File: src/rtl/tmr_pkg.sv
// Shared types and helpers for the TMR error monitor.
package tmr_pkg;

  typedef enum logic [1:0] {IDLE, CONFIRM, REQ} tmr_mon_state_t;

  localparam int TMR_REPLICAS = 3;

  function automatic logic [1:0] popcount3(input logic [2:0] v);
    return {1'b0, v[0]} + {1'b0, v[1]} + {1'b0, v[2]};
  endfunction

  // Index of the highest set bit; only meaningful when exactly one bit is set.
  function automatic logic [1:0] onehot_index(input logic [2:0] v);
    if (v[2]) return 2'd2;
    else if (v[1]) return 2'd1;
    else return 2'd0;
  endfunction

endpackage

File: src/rtl/tmr_sat_counter.sv
// Saturating up-counter with synchronous clear (clear wins over increment).
module tmr_sat_counter
  import tmr_pkg::*;
#(
  parameter int W = 8
) (
  input  logic         clk,
  input  logic         resetn,
  input  logic         clr,
  input  logic         inc,
  output logic [W-1:0] cnt
);

  logic [W-1:0] cnt_q, cnt_d;

  always_comb begin
    cnt_d = cnt_q;
    if (clr) begin
      cnt_d = '0;
    end else if (inc && (cnt_q != '1)) begin
      cnt_d = cnt_q + W'(1);
    end
  end

  always_ff @(posedge clk or negedge resetn) begin
    if (!resetn) begin
      cnt_q <= '0;
    end else begin
      cnt_q <= cnt_d;
    end
  end

  assign cnt = cnt_q;

endmodule

File: src/rtl/tmr_error_monitor.sv
// Classifies TMR voter disagreements as transient (resync handshake) or persistent (sticky fail).
// Optional per-replica error statistics are built when TMR_MON_STATS_EN is defined.
//
// state   | meaning
// --------+---------------------------------------------------------------
// IDLE    | no single-replica disagreement under observation
// CONFIRM | one replica flagged; counting consecutive flagged cycles
// REQ     | transient seen; resync_req held until ack or timeout
module tmr_error_monitor
  import tmr_pkg::*;
#(
  parameter int PERSIST_CYC    = 4,
  parameter int RESYNC_TIMEOUT = 64,
  parameter int CNT_W          = 16
) (
  input  logic                        clk,
  input  logic                        resetn,
  input  logic [TMR_REPLICAS-1:0]     err_in,
  input  logic                        clr,
  output logic                        resync_req,
  output logic [1:0]                  resync_rep,
  input  logic                        resync_ack,
  output logic [TMR_REPLICAS-1:0]     replica_failed,
  output logic                        fatal,
  output logic                        timeout
`ifdef TMR_MON_STATS_EN
  ,
  input  logic                        stat_clr,
  output logic [TMR_REPLICAS*CNT_W-1:0] stat_cnt
`endif
);

  localparam int RUN_W = $clog2(PERSIST_CYC + 1);
  localparam int TMR_W = $clog2(RESYNC_TIMEOUT);
  localparam logic [RUN_W-1:0] RUN_MAX  = RUN_W'(PERSIST_CYC);
  localparam logic [RUN_W-1:0] RUN_LAST = RUN_W'(PERSIST_CYC - 1);
  localparam logic [TMR_W-1:0] TMR_LAST = TMR_W'(RESYNC_TIMEOUT - 1);

  if (PERSIST_CYC < 2 || RESYNC_TIMEOUT < 2 || CNT_W < 1) begin : g_bad_param
    $error("tmr_error_monitor: illegal parameter value");
  end

  tmr_mon_state_t state_q, state_d;
  logic [2:0]       err_q, err_d, err_m;
  logic [2:0]       failed_q, failed_d;
  logic [1:0]       rep_q, rep_d;
  logic [RUN_W-1:0] run_q, run_d;
  logic             fatal_q, fatal_d;
  logic             timeout_q, timeout_d;
  logic [1:0]       err_pop;
  logic [TMR_W-1:0] timer;
  logic             in_req;
  logic             timer_clr;

  assign err_d   = err_in & ~failed_q;
  // Re-mask with the current flags so a replica failed on the same edge err_q
  // was loaded is not picked up again by IDLE.
  assign err_m   = err_q & ~failed_q;
  assign err_pop = popcount3(err_m);
  assign in_req  = (state_q == REQ);

  always_comb begin
    state_d   = state_q;
    rep_d     = rep_q;
    run_d     = run_q;
    failed_d  = failed_q;
    fatal_d   = fatal_q;
    timeout_d = 1'b0;

    unique case (state_q)
      IDLE: begin
        if (err_pop == 2'd1) begin
          rep_d   = onehot_index(err_m);
          run_d   = RUN_W'(1);
          state_d = CONFIRM;
        end
      end
      CONFIRM: begin
        if (err_m == (3'b001 << rep_q)) begin
          if (run_q != RUN_MAX) run_d = run_q + RUN_W'(1);
          if (run_q >= RUN_LAST) begin
            failed_d = failed_q | (3'b001 << rep_q);
            state_d  = IDLE;
          end
        end else if (err_m == 3'b000) begin
          state_d = REQ;
        end else if (err_pop == 2'd1) begin
          rep_d = onehot_index(err_m);
          run_d = RUN_W'(1);
        end else begin
          // Several replicas at once: fatal covers it, abandon this candidate.
          run_d   = '0;
          state_d = IDLE;
        end
      end
      REQ: begin
        if (resync_ack) begin
          state_d = IDLE;
        end else if (timer == TMR_LAST) begin
          timeout_d = 1'b1;
          failed_d  = failed_q | (3'b001 << rep_q);
          state_d   = IDLE;
        end
      end
      default: state_d = IDLE;
    endcase

    if ((err_pop >= 2'd2) || (popcount3(failed_q) >= 2'd2)) fatal_d = 1'b1;

    if (clr) begin
      state_d   = IDLE;
      failed_d  = '0;
      fatal_d   = 1'b0;
      run_d     = '0;
      timeout_d = 1'b0;
    end
  end

  always_ff @(posedge clk or negedge resetn) begin
    if (!resetn) begin
      state_q   <= IDLE;
      err_q     <= '0;
      failed_q  <= '0;
      rep_q     <= '0;
      run_q     <= '0;
      fatal_q   <= 1'b0;
      timeout_q <= 1'b0;
    end else begin
      state_q   <= state_d;
      err_q     <= err_d;
      failed_q  <= failed_d;
      rep_q     <= rep_d;
      run_q     <= run_d;
      fatal_q   <= fatal_d;
      timeout_q <= timeout_d;
    end
  end

  assign timer_clr = clr | (in_req & (state_d != REQ));

  tmr_sat_counter #(.W(TMR_W)) u_req_timer (
    .clk    (clk),
    .resetn (resetn),
    .clr    (timer_clr),
    .inc    (in_req),
    .cnt    (timer)
  );

`ifdef TMR_MON_STATS_EN
  for (genvar i = 0; i < TMR_REPLICAS; i++) begin : g_stat
    tmr_sat_counter #(.W(CNT_W)) u_stat (
      .clk    (clk),
      .resetn (resetn),
      .clr    (stat_clr),
      .inc    (err_in[i]),
      .cnt    (stat_cnt[i*CNT_W +: CNT_W])
    );
  end
`endif

  assign resync_req     = in_req;
  assign resync_rep     = rep_q;
  assign replica_failed = failed_q;
  assign fatal          = fatal_q;
  assign timeout        = timeout_q;

endmodule

File: config.mk
export PLATFORM = sky130hd
export DESIGN_NAME = tmr_error_monitor
export DESIGN_NICKNAME = d
export VERILOG_FILES = /design/src/rtl/tmr_pkg.sv /design/src/rtl/tmr_sat_counter.sv /design/src/rtl/tmr_error_monitor.sv
export SDC_FILE = /design/constraint.sdc
export NUM_CORES = 1
export LEC_CHECK = 0
export ABC_AREA = 0
export CORE_AREA = 5 5 64 55
export DETAILED_ROUTE_END_ITERATION = 16
export DIE_AREA = 0 0 69 60
export PLACE_DENSITY = 0.77
export SYNTH_ARGS = -nofsm -noshare
export SYNTH_HDL_FRONTEND = slang
export SYNTH_SLANG_ARGS = --single-unit
export TNS_END_PERCENT = 10
File: constraint.sdc
create_clock -name clk -period 2.31 [get_ports clk]
set_clock_uncertainty 0.2 [all_clocks]
set_input_delay 0.231 -clock clk [delete_from_list [all_inputs] [get_ports clk]]
set_output_delay 0.231 -clock clk [all_outputs]
set_load 0.01 [all_outputs]
==> results of run 1 <==
-- path summary, 6_finish.rpt --
path                       depth (start not counted)      start  slack, ns                 end
setup / recovery                                   8   err_q[2]       0.05            run_q[0]
hold / removal                                     2     resetn       0.06            run_q[2]
setup reg to reg                                   8   err_q[2]       0.05            run_q[0]
hold reg to reg                                    2      fatal       0.34               fatal
max in group asynchronous                          2     resetn       1.64  u_req_timer.cnt[4]
min in group clk                                   2  err_in[0]       0.26            err_q[0]
-- state kept, by name (all words and copies together), names as in the netlist --
signal / count
u_req_timer.cnt: 6
err_q: 3
replica_failed: 3
resync_rep: 2
state_q: 2
run_q: 3
timeout: 1
fatal: 1
-- where the power goes --
group | total [mW] | switching [mW] | internal [mW]
combinational | 0.179 | 0.0883 | 0.0906
clock | 0.179 | 0.114 | 0.0647
sequential | 0.416 | 0.0303 | 0.386
-- area by class of cell --
type | count | area, um^2 | share of cell area (%)
multi-input cells | 85 | 652 | 43.2
flip-flops and latches | 21 | 526 | 34.9
repair buffers | 25 | 223 | 14.8
well taps | 40 | 50.0 | 3.32
inverters | 8 | 30.0 | 1.99
clock buffers | 3 | 22.5 | 1.49
clock inverters | 1 | 5.00 | 0.332
-- layer usage --
layer  vias up  share of wire, %  track usage [%]
li1        473                 -                -
met1       456                43             15.8
met2        25                51             22.4
met3         2               5.7             4.54
met4         0              0.28             2.79
met5         -                 0                0
-- critical path: cells and delay by family (launching register included) --
kind | cells | cell delay [ns]
buffers and inverters | 1 | 0.05
and+or+nand+nor | 3 | 0.32
DFF | 1 | 0.38
adders and majority gates | 1 | 0.54
AOI/OAI and AO/OA | 3 | 0.68
-- cells in the mapped netlist, types with 2 or more instances --
library cell / number
ha_1: 5
nand4_1: 2
nand2_1: 4
nand3_1: 2
or4b_1: 2
xor2_1: 3
a211oi_1: 2
a211o_1: 2
a21oi_1: 2
nor3_1: 3
nor2_1: 13
a31oi_1: 2
mux2i_1: 3
dfrtp_1: 21
clkbuf_1: 2
mux2_2: 2
a221oi_1: 2
nand2b_1: 2
nor2b_1: 7
inv_1: 8
nand3b_1: 2
xnor2_1: 3
o21ai_0: 2
-- through the flow --
step / cells / area, um^2 / setup TNS (ns)
3_3_place_gp: 178 / 1460 / 0
5_1_grt: 183 / 1510 / -0.130
3_5_place_dp: 178 / 1460 / 0
6_report: 183 / 1510 / 0
2_1_floorplan: 117 / 1210 / -0.0683
4_1_cts: 182 / 1480 / 0
-- logic make-up after synthesis --
family          count (synthesis)  share of synthesized area, %
xor+xnor                        6                          4.39
flops                          21                          43.9
buf+inv                        11                          3.76
simple gates                   45                          21.9
fa+ha+maj                       6                          6.90
mux                             5                          4.39
compound gates                 23                          14.7
-- timing repair --
item	in CTS	in global routing
endpoints found under the setup margin	0	7
resized for setup	0	7
hold buffers	0	0
setup buffers	0	1
==> flow_summary_export.csv, run 1 <==
group,metric,value,unit
timing,setup_ws,0.0532,ns
global_routing,grt.total_usage,13.0,%
global_routing,grt_max_degree,22,
power,power.total,774,uW
yosys,synth_edf_count,0,
die,core,2880,um^2
min_path,hold_class,"input port to async pin",
placed_design,gp_congestion,0.872,
die,fp-row-count,18,
die,start_util,41.5,%
cells_and_area,num_antenna_cells,0,
timing,max_freq,443,MHz
clock_network,clock-sinks,21,
placed_design,port_buffers,14,
detailed_routing,vias_per_cell,5.22,
timing,report.final.slew_viol_count,0,
detailed_routing,ant_nets,0,
yosys,yosys_warnings,0,
clock_network,cts_max_path_buffers,2,
yosys,synth_cell_types,44,
cells_and_area,nFillCells,272,
yosys,synth-async-reset-ratio,100,%
timing,rsz0062_at_grt,"yes",
critical_path,cpMostUsedCell,"nor2_2",
critical_path,critPathSlowestCell,"fa_1",
critical_path,path_max_fanout,2,
die,die_w,69,um
timing,fin_crit,2.26,ns
cells_and_area,final_cell_mix,"21 x dfrtp_1, 14 x clkdlybuf4s50_1, 11 x nor2_1, 11 x buf_4, 7 x inv_1",
yosys,synthFlopType,"dfrtp_1",
timing,finalSetupViolCount,0,
detailed_routing,first_pass_iters,4,
timing,worst_pin_slew,0.419,ns
cells_and_area,layout-drive-gt1-share,21.0,%
timing,finalHoldViolations,0,
placed_design,dp_hpwl,1.92,mm
cells_and_area,final_common_cell,"dfrtp_1",
yosys,synth_top_area_share,43.9,%
critical_path,criticalPathCategory,"register to register",
critical_path,worst_setup_path_start_kind,"register",
timing,holdWs,0.0562,ns
global_routing,grt_pass1_wl,4.31,mm
flow_run,drv_cap,0,
yosys,synthCells,117,
yosys,synth_top_area_cell,"dfrtp_1",
detailed_routing,vias,956,
cells_and_area,syn_to_final_growth,25.9,%
clock_network,cts_buffers,3,
cells_and_area,fin_nets,157,
yosys,synth_area,1200,um^2
detailed_routing,drt_iter0_drc,62,
power,leakage,0.646,nW
timing,relSlewSlack,71.3,%
placed_design,dpl_worst_slack,0.0289,ns
yosys,avgSynthCellArea,10.2,um^2
timing,fin_crit_sh,97.7,%
yosys,syn-num-nets,130,
yosys,yosysSeqAreaShare,43.9,%
global_routing,grt_pass1_vias,988,
die,chipHeight,60,um
yosys,ys_seq_elements,21,
power,p_per_area,513,nW/um^2
die,die-area,4140,um^2
global_routing,grt_overflow,0,
critical_path,crit_required,2.33,ns
global_routing,antenna_found_initial,0,
clock_network,clkLatencyLatePin,0.31,ns
clock_network,cts_tree,"done",
clock_network,clk_pin_slew,0.12,ns
critical_path,cp-end-kind,"register",
critical_path,cpPeakStageDelay,0.54,ns
detailed_routing,drc_errors,0,
detailed_routing,wl_per_cell,13.6,um
die,ioPinCount,15,
cells_and_area,final_util,52.3,%
power,vdd_drop_max,0.352,mV
detailed_routing,wirelength,2.49,mm
clock_network,h-tree-depth,1,
yosys,synth_area_leaders,"dfrtp_1 44%, ha_1 5.2%, nor2_1 4.1%",
critical_path,worstPathCellList,"nor2b_2, fa_1, inv_2, nor2_2, nor2_2, a311oi_2, o21ai_0, a221oi_1",
run_status,status,"finished, final reports clean",
clock_network,cts-root-buf,"clkbuf_4",
critical_path,arrival,2.27,ns
Note: power is estimated with default switching activity, not from simulation.
==> run 2: changes to the inputs <==
CELL_PAD_IN_SITES_DETAIL_PLACEMENT = 0   (was unset)
CELL_PAD_IN_SITES_GLOBAL_PLACEMENT = 2   (was unset)
CORE_AREA = 5 5 76 64   (was 5 5 64 55)
DIE_AREA = 0 0 81 69   (was 0 0 69 60)
PLACE_DENSITY = 0.82   (was 0.77)
==> flow_summary_export.csv, run 2 (synthesis results as in run 1) <==
group,metric,value,unit
clock_network,clk_pin_slew,0.08,ns
timing,finalSetupViolCount,0,
placed_design,gp_congestion,0.847,
critical_path,startpoint,"err_q[0]",
die,die_w,81,um
global_routing,grt_max_degree,22,
critical_path,worst_setup_path_start_kind,"register",
placed_design,dp_hpwl,2.04,mm
detailed_routing,vias_per_cell,4.95,
die,fp-row-count,21,
cells_and_area,syn_to_final_growth,30.0,%
detailed_routing,ant_nets,0,
global_routing,grt_overflow,0,
critical_path,path_delay_family,"adder cells",
power,swShare,29.3,%
critical_path,critPathCapture,"run_q[1]",
cells_and_area,largest_reg_flops,6,
min_path,hold_class,"input port to async pin",
power,p_comb_share,21.8,%
cells_and_area,nFillCells,438,
power,switchingPower,249,uW
power,power.share.clock,29.1,%
timing,fin_crit,2.25,ns
power,vdd_drop_max,0.225,mV
timing,max_freq,444,MHz
critical_path,worstPathCellList,"and2b_2, fa_1, inv_2, o311ai_1, or2_2, o22a_2, mux2i_1",
clock_network,cts-hold-fix-buffers,0,
cells_and_area,final_cell_mix,"21 x dfrtp_1, 14 x clkdlybuf4s50_1, 11 x nor2_1, 10 x buf_4, 7 x inv_1",
placed_design,port_buffers,14,
critical_path,r2r_slack,0.06,ns
die,start_util,29.6,%
clock_network,clkLatencyLatePin,0.26,ns
power,p_per_area,544,nW/um^2
timing,worst_pin_slew,0.458,ns
clock_network,cts_max_path_buffers,2,
cells_and_area,num_antenna_cells,0,
power,seqPwrFrac,49.0,%
global_routing,antenna_found_initial,0,
detailed_routing,vias,985,
detailed_routing,first_pass_iters,4,
cells_and_area,final_util,38.5,%
critical_path,worst_r2r_startpoint,"err_q[0]",
detailed_routing,drt_iter0_drc,39,
critical_path,path_buf_inv,1,
power,leakage,0.647,nW
critical_path,crit_required,2.30,ns
critical_path,criticalPathCategory,"register to register",
critical_path,timing.rr.end,"run_q[1]",
clock_network,cts_tree,"done",
cells_and_area,final_common_cell,"dfrtp_1",
die,die-area,5590,um^2
power,power.total,847,uW
clock_network,clock-sinks,21,
global_routing,grt_pass1_wl,4.75,mm
timing,finalHoldViolations,0,
clock_network,cts_buffers,3,
detailed_routing,drc_errors,0,
run_status,status,"finished, final reports clean",
cells_and_area,layout-drive-gt1-share,22.5,%
detailed_routing,wl_per_cell,13.6,um
timing,fin_crit_sh,97.5,%
clock_network,cts-root-buf,"clkbuf_8",
global_routing,grt_pass1_vias,986,
power,cellInternalPower,598,uW
critical_path,r2r_cells,7,
critical_path,arrival,2.24,ns
flow_run,drv_cap,0,
die,ioPinCount,15,
timing,rsz0062_at_grt,"yes",
cells_and_area,fin_nets,156,
timing,report.final.slew_viol_count,0,
critical_path,cp-end-kind,"register",
clock_network,h-tree-depth,1,
global_routing,grt.total_usage,10.6,%
critical_path,path_max_fanout,3,
die,core,4050,um^2
critical_path,cpPeakStageDelay,0.50,ns
critical_path,cp_num_cells,7,
die,chipHeight,69,um
critical_path,critPathSlowestCell,"fa_1",
timing,relSlewSlack,69.4,%
detailed_routing,wirelength,2.71,mm
## run 2: worst min-delay path by stage
| stage | to | slack, ns | cells past startpoint |
|---|---|---|---|
| final | resync_rep[1] | 0.11 | 2 |
| after floorplan | err_q[0] | -0.26 | 0 |
| after detailed placement | fatal | 0.32 | 2 |
| after global routing | state_q[0] | 0.15 | 2 |
| after global placement | fatal | 0.30 | 2 |
| after CTS | resync_rep[1] | 0.12 | 2 |
## run 2: area by class of cell
type | instances | area, um^2 | share of cell area, %
flip-flops and latches | 21 | 526 | 33.8
multi-input cells | 85 | 668 | 42.9
repair buffers | 24 | 215 | 13.8
inverters | 8 | 30.0 | 1.93
clock buffers | 3 | 41.3 | 2.65
clock inverters | 1 | 5.00 | 0.322
well taps | 57 | 71.3 | 4.58
## run 2: layer usage
layer	part of all wire, %	GRT usage (%)	up-vias
met4	0.92	2.81	0
li1	-	-	471
met3	6.1	3.65	4
met5	0	0	-
met1	46	14.4	484
met2	47	15.8	26
## run 2: timing repair
action / 4_1_cts / 5_1_grt
buffers inserted: 0 / 0
setup endpoints to repair: 2 / 7
gates cloned: 0 / 0
resized for setup: 3 / 8
pin swaps: 0 / 1
## run 2: power groups by stage
stage	registers [mW]	logic, mW	clock network [mW]
after floorplan	0.419	0.102	0
after global placement	0.420	0.172	0
after detailed placement	0.422	0.174	0
after CTS	0.415	0.179	0.255
after global routing	0.421	0.203	0.265
final	0.415	0.185	0.247
## run 2: through the flow
step,instances,hold slack (ns),setup TNS (ns),area (um^2),setup slack [ns]
floorplan,117,-0.265,-0.0683,1210,-0.0319
finish,199,0.105,0,1560,0.0582
global route,199,0.152,-0.194,1560,-0.0570
CTS,199,0.117,0,1530,0.00342
detailed placement,195,0.318,-0.0391,1480,-0.0391
global placement,195,0.302,0,1480,0.0542
